## src/rtl/traffic_pkg.sv

```systemverilog
// Shared definitions for the highway / country-road traffic controller.
// Holds the 2-bit lamp codes, the fixed 3-bit state encoding, the lamp
// pair struct and the state-to-lamp decode used by the controller.
package traffic_pkg;

  typedef logic [1:0] lamp_t;

  localparam lamp_t RED    = 2'd0;
  localparam lamp_t YELLOW = 2'd1;
  localparam lamp_t GREEN  = 2'd2;

  // Encoding is fixed: external checkers probe the state register directly.
  typedef enum logic [2:0] {
    S0 = 3'd0,  // hwy GREEN,  cntry RED
    S1 = 3'd1,  // hwy YELLOW, cntry RED
    S2 = 3'd2,  // hwy RED,    cntry RED
    S3 = 3'd3,  // hwy RED,    cntry GREEN
    S4 = 3'd4   // hwy RED,    cntry YELLOW
  } state_e;

  typedef struct packed {
    lamp_t hwy;
    lamp_t cntry;
  } lamps_t;

  // Lamp pair for a state. Anything outside S0..S4 shows all-red.
  function automatic lamps_t decode_lamps(input state_e s);
    lamps_t l;
    case (s)
      S0:      begin l.hwy = GREEN;  l.cntry = RED;    end
      S1:      begin l.hwy = YELLOW; l.cntry = RED;    end
      S2:      begin l.hwy = RED;    l.cntry = RED;    end
      S3:      begin l.hwy = RED;    l.cntry = GREEN;  end
      S4:      begin l.hwy = RED;    l.cntry = YELLOW; end
      default: begin l.hwy = RED;    l.cntry = RED;    end
    endcase
    return l;
  endfunction

  function automatic int max2(input int a, input int b);
    return (a > b) ? a : b;
  endfunction

endpackage

```

## src/rtl/traffic_if.sv

```systemverilog
// Sensor and lamp bus of the traffic controller.
//   x         : country-road car present (sensor side -> controller)
//   hwy       : highway lamp code        (controller -> lamp driver)
//   cntry     : country-road lamp code   (controller -> lamp driver)
//   state_dbg : current controller state (controller -> observers)
// slave modport is the controller, master modport is the sensor/lamp side.
interface traffic_if;
  logic       x;
  logic [1:0] hwy;
  logic [1:0] cntry;
  logic [2:0] state_dbg;

  modport slave  (input  x, output hwy, output cntry, output state_dbg);
  modport master (output x, input  hwy, input  cntry, input  state_dbg);
endinterface

```

## src/rtl/traffic_signal_dwell_timer.sv

```systemverilog
// Dwell timer: up-counter with synchronous clear and terminal-count compare.
//   clk, rst : clock, synchronous active-high reset
//   clr      : clear the count to 0 (has priority over en)
//   en       : count one cycle
//   limit    : number of enabled cycles to spend before done (>= 1)
//   done     : high during the last enabled cycle of the dwell
module dwell_timer #(
  parameter int W = 3
) (
  input  logic         clk,
  input  logic         rst,
  input  logic         clr,
  input  logic         en,
  input  logic [W-1:0] limit,
  output logic         done
);

  logic [W-1:0] cnt_q;

  always_ff @(posedge clk) begin
    if (rst || clr) begin
      cnt_q <= '0;
    end else if (en) begin
      cnt_q <= cnt_q + 1'b1;
    end
  end

  // Count starts at 0 on state entry, so the limit-th cycle sees limit-1.
  assign done = en && (cnt_q == (limit - 1'b1));

endmodule

```

## src/rtl/traffic_signal.sv

```systemverilog
// Moore controller for a highway / country-road intersection.
// Highway holds green until the country sensor requests a cycle:
// hwy yellow (Y2R_DELAY) -> all red (R2G_DELAY) -> country green while cars
// are present -> country yellow (Y2R_DELAY) -> back to highway green.
//   clk, rst   : clock, synchronous active-high reset
//   bus.x      : car present on the country road, sampled on rising edge
//   bus.hwy    : highway lamp code (registered, decode of state)
//   bus.cntry  : country lamp code (registered, decode of state)
//   bus.state_dbg : current state register
module traffic_signal
  import traffic_pkg::*;
#(
  parameter int Y2R_DELAY = 3,
  parameter int R2G_DELAY = 2
) (
  input  logic      clk,
  input  logic      rst,
  traffic_if.slave  bus
);

  localparam int CW = $clog2(max2(Y2R_DELAY, R2G_DELAY)) + 1;

  state_e          state;
  state_e          state_d;
  lamps_t          lamps_q;
  lamps_t          lamps_d;
  logic            timer_en;
  logic            timer_clr;
  logic            timer_done;
  logic [CW-1:0]   timer_limit;

  always_comb begin
    timer_en    = (state == S1) || (state == S2) || (state == S4);
    timer_limit = (state == S2) ? CW'(R2G_DELAY) : CW'(Y2R_DELAY);

    state_d = state;
    case (state)
      S0:      if (bus.x)      state_d = S1;
      S1:      if (timer_done) state_d = S2;
      S2:      if (timer_done) state_d = S3;
      S3:      if (!bus.x)     state_d = S4;
      S4:      if (timer_done) state_d = S0;
      default:                 state_d = S0;
    endcase

    // Count restarts on every state change and stays at 0 in S0/S3.
    timer_clr = (state_d != state) || !timer_en;

    // Lamps are registered from the next state so they always equal the
    // decode of the state register, with no path from x to the outputs.
    lamps_d = decode_lamps(state_d);
  end

  always_ff @(posedge clk) begin
    if (rst) begin
      state   <= S0;
      lamps_q <= decode_lamps(S0);
    end else begin
      state   <= state_d;
      lamps_q <= lamps_d;
    end
  end

  dwell_timer #(.W(CW)) u_dwell_timer (
    .clk   (clk),
    .rst   (rst),
    .clr   (timer_clr),
    .en    (timer_en),
    .limit (timer_limit),
    .done  (timer_done)
  );

  assign bus.hwy       = lamps_q.hwy;
  assign bus.cntry     = lamps_q.cntry;
  assign bus.state_dbg = state;

endmodule

```

## src/flat_wrapper.sv

```systemverilog
// flat-port wrapper written by rule: the top's interface ports become plain ports
module traffic_signal_flat import traffic_pkg::*;
#(
  parameter int Y2R_DELAY = 3,
  parameter int R2G_DELAY = 2
)
  (clk, rst, bus_x, bus_hwy, bus_cntry, bus_state_dbg);
  traffic_if bus_i ();
  input  logic clk;
  input  logic rst;
  input wire logic [$bits(bus_i.x)-1:0] bus_x;
  output wire logic [$bits(bus_i.hwy)-1:0] bus_hwy;
  output wire logic [$bits(bus_i.cntry)-1:0] bus_cntry;
  output wire logic [$bits(bus_i.state_dbg)-1:0] bus_state_dbg;
  assign bus_i.x = bus_x;
  assign bus_hwy = bus_i.hwy;
  assign bus_cntry = bus_i.cntry;
  assign bus_state_dbg = bus_i.state_dbg;
  traffic_signal #(.Y2R_DELAY(Y2R_DELAY), .R2G_DELAY(R2G_DELAY)) u_core (.clk(clk), .rst(rst), .bus(bus_i));
endmodule
```

## config.mk

```make
export PLATFORM = sky130hd
export DESIGN_NAME = traffic_signal_flat
export DESIGN_NICKNAME = d
export VERILOG_FILES = /design/src/rtl/traffic_pkg.sv /design/src/rtl/traffic_if.sv /design/src/rtl/traffic_signal_dwell_timer.sv /design/src/rtl/traffic_signal.sv /design/src/flat_wrapper.sv
export SDC_FILE = /design/constraint.sdc
export NUM_CORES = 1
export LEC_CHECK = 0
export BUFFER_PORTS_ARGS = -buffer_cell sky130_fd_sc_hd__buf_2
export CAP_MARGIN = 20
export CORE_AREA = 5 5 42 44
export DETAILED_ROUTE_END_ITERATION = 12
export DIE_AREA = 0 0 47 49
export SYNTH_ARGS = -nofsm -noshare
export SYNTH_HDL_FRONTEND = slang
export SYNTH_SLANG_ARGS = --single-unit
```

## constraint.sdc

```tcl
create_clock -name clk -period 1.48 [get_ports clk]
set_input_delay 0.222 -clock clk [delete_from_list [all_inputs] [get_ports clk]]
set_output_delay 0.222 -clock clk [all_outputs]
set_load 0.03 [all_outputs]
```

==> flow_metrics.tcl <==
set metrics [dict create \
    grt_pass1_wl_mm 1.75 \
    required_ns 1.26 \
    cp_max_fo 11 \
    status "completed" \
    die_h_um 49 \
    period_share_pct 93.2 \
    seq_area_frac_synth_pct 37.3 \
    vias_per_cell 5.52 \
    seq_power_share_pct 48.6 \
    area_growth_pct 17.9 \
    clock_latency_ns 0.26 \
    max_freq_mhz 725 \
    cts_made_buffers 3 \
    synth_cell_types 32 \
    tightest_slew_ns 0.317 \
    ir_worst_vdd_v 0.000441 \
    place_congestion 0.743 \
    max-slew-margin-rel_pct 78.8 \
    clk_pin_slew_ns 0.07 \
    core_um2 1400 \
    power.total_w 0.000591 \
    final_nets 71 \
    antenna_found_initial 0 \
    p_per_area_nw_per_um2 934 \
    hold_slack_ns 0.182 \
    drtPass1Iterations 4 \
    antenna_cells 0 \
    r2r_end "u_core.bus.cntry[1]" \
    setup_tns_ns 0 \
    ys_seq_elements 10 \
    root_buffer "clkbuf_4" \
    cts_resized 0 \
    leakage_nw 0.269 \
    endpoint "bus_state_dbg[1]" \
    switchingPower_w 0.000140 \
    cts_max_level 1 \
    cts_buffer_depth 2 \
    syn_avg_cell_area_um2 9.94 \
    r2r_slack_ns 0.11 \
    arrival_ns 1.16 \
    cap_violations 0 \
    cts_hold_buf 0 \
    rr_worst_depth 4 \
    dpl.hpwl_um 757 \
    yosysTopAreaCellShare_pct 37.3 \
    grt_setup_unrepaired "false" \
    crit_type "reg -> out" \
    layout_common_cells "buf_2 (9), dfxtp_1 (9), nor2_1 (5)" \
    p_sw_share_pct 23.6 \
    crit_path_start_kind "flip-flop" \
    combinationalPowerShare_pct 10.0 \
    post-route-min-period_ns 1.38 \
    die_w_um 47 \
    final.setup_skew_ns 0.000983 \
    drt-total-wl_mm 1.04 \
    die_area_um2 2300 \
    clock_sinks 10 \
    track_usage_pct 10.6 \
    synthCells 54 \
    pin_count 10 \
    vias 453 \
    grt_max_degree 12 \
    fp-row-count 14 \
    initial_core_util_pct 38.3 \
    r2r_start "u_core.bus.state_dbg[1]" \
    hold_path_depth 2 \
    grt_pass1_vias 408 \
    syn-num-nets 58 \
    drv_slew 0 \
    endpoint_kind "output port" \
    numPortBuffers 9 \
    syn_area_um2 537 \
    drt-initial-drc-count 14 \
    cts_tree "built" \
    crit_start "u_core.bus.state_dbg[1]" \
    ys_warn_count 0 \
    gr-total-overflow 0 \
    setup_violations 0 \
    synthTopCellsByArea "dfxtp_1 (37%), buf_6 (4.2%), nor2_1 (3.5%)" \
    hold_path_class "in -> reg" \
    synth_largest_area_cell "dfxtp_1" \
    cts_setup_buffers 0 \
    p_int_w 0.000452 \
    finalHoldViolations 0 \
    ant_nets 0 \
    remaining_drc_errors 0 \
    p_clk_share_pct 41.4 \
    layout-drive-gt1-share_pct 33.3 \
    wl_per_cell_um 12.6 \
]
[flip-flops by register name, indices dropped and copies added, names as in the netlist]
signal	count
u_core.bus.cntry	2
u_core.bus.hwy	2
u_core.bus.state_dbg	3
u_core.u_dwell_timer.cnt_q	3
[final cells by class]
cell class,instances,area [um^2]
clock buffers,4,36.3
well taps,16,20.0
repair buffers,11,60.1
fillers,146,768
flip-flops and latches,10,201
multi-input cells,40,312
inverters,1,3.75
[worst min-delay path by stage]
stage / from / end / slack (ns)
CTS: rst / u_core.bus.state_dbg[2] / 0.17
global route: rst / u_core.bus.state_dbg[2] / 0.17
global placement: rst / u_core.bus.state_dbg[2] / 0.46
detailed placement: rst / u_core.bus.state_dbg[2] / 0.45
floorplan: rst / u_core.bus.state_dbg[2] / 0.29
finish: rst / u_core.bus.state_dbg[2] / 0.18
[metrics by stage]
step	worst slack [ns]	util [%]	cells	area [um^2]
after floorplan	0.0131	-	54	537
after global placement	0.0479	42.1	78	589
after detailed placement	0.0535	42.1	78	589
after CTS	0.0345	44.6	82	626
after global routing	0.0154	45.2	82	633
final	0.100	45.2	82	633
[cells in the mapped netlist]
master	n
a21oi_1	2
a21oi_4	1
a221oi_1	1
a22oi_2	1
and3_4	1
and3b_1	1
and4bb_1	1
buf_2	1
buf_6	2
dfxtp_1	10
ha_1	1
inv_1	1
mux2i_1	1
nand2_1	1
nand2b_1	2
nand3b_1	1
nand4_1	1
nor2_1	5
nor2b_1	3
nor3_1	1
nor3b_2	1
nor4b_2	1
nor4bb_1	1
o211a_1	1
o211ai_1	1
o21ai_0	3
o21ai_1	2
o22ai_1	1
or2_4	1
or3b_1	1
xnor2_1	1
xor2_1	2
[cell families (layout without fill, tap and decap cells)]
logic type | Yosys count | in the layout | synth area share [%]
muxes | 1 | 1 | 1.86
buffers and inverters | 4 | 16 | 5.83
xor gates and xnor gates | 3 | 3 | 4.90
AOI/OAI and AO/OA | 13 | 13 | 18.0
and+or+nand+nor | 22 | 22 | 29.8
adders and majority gates | 1 | 1 | 2.33
DFF | 10 | 10 | 37.3
[worst max-delay path, stage by stage (launching register included)]
cell     delay [ns]
dfxtp_1        0.51
buf_4          0.20
buf_2          0.19
[power by group through the flow]
stage,clock network [W],registers (W),logic [W]
after floorplan,0,0.000301,0.0000373
after global placement,0,0.000292,0.0000590
after detailed placement,0,0.000292,0.0000588
after CTS,0.000257,0.000286,0.0000592
after global routing,0.000277,0.000289,0.0000644
final,0.000245,0.000287,0.0000593
[per-layer routing]
layer	GRT usage, %	up-vias	part of all wire, %
li1	-	221	-
met5	0	-	0
met2	15.2	28	45
met3	5.90	4	11
met4	4.15	0	1.5
met1	12.9	200	42
Power figures use the tool's default switching activity.
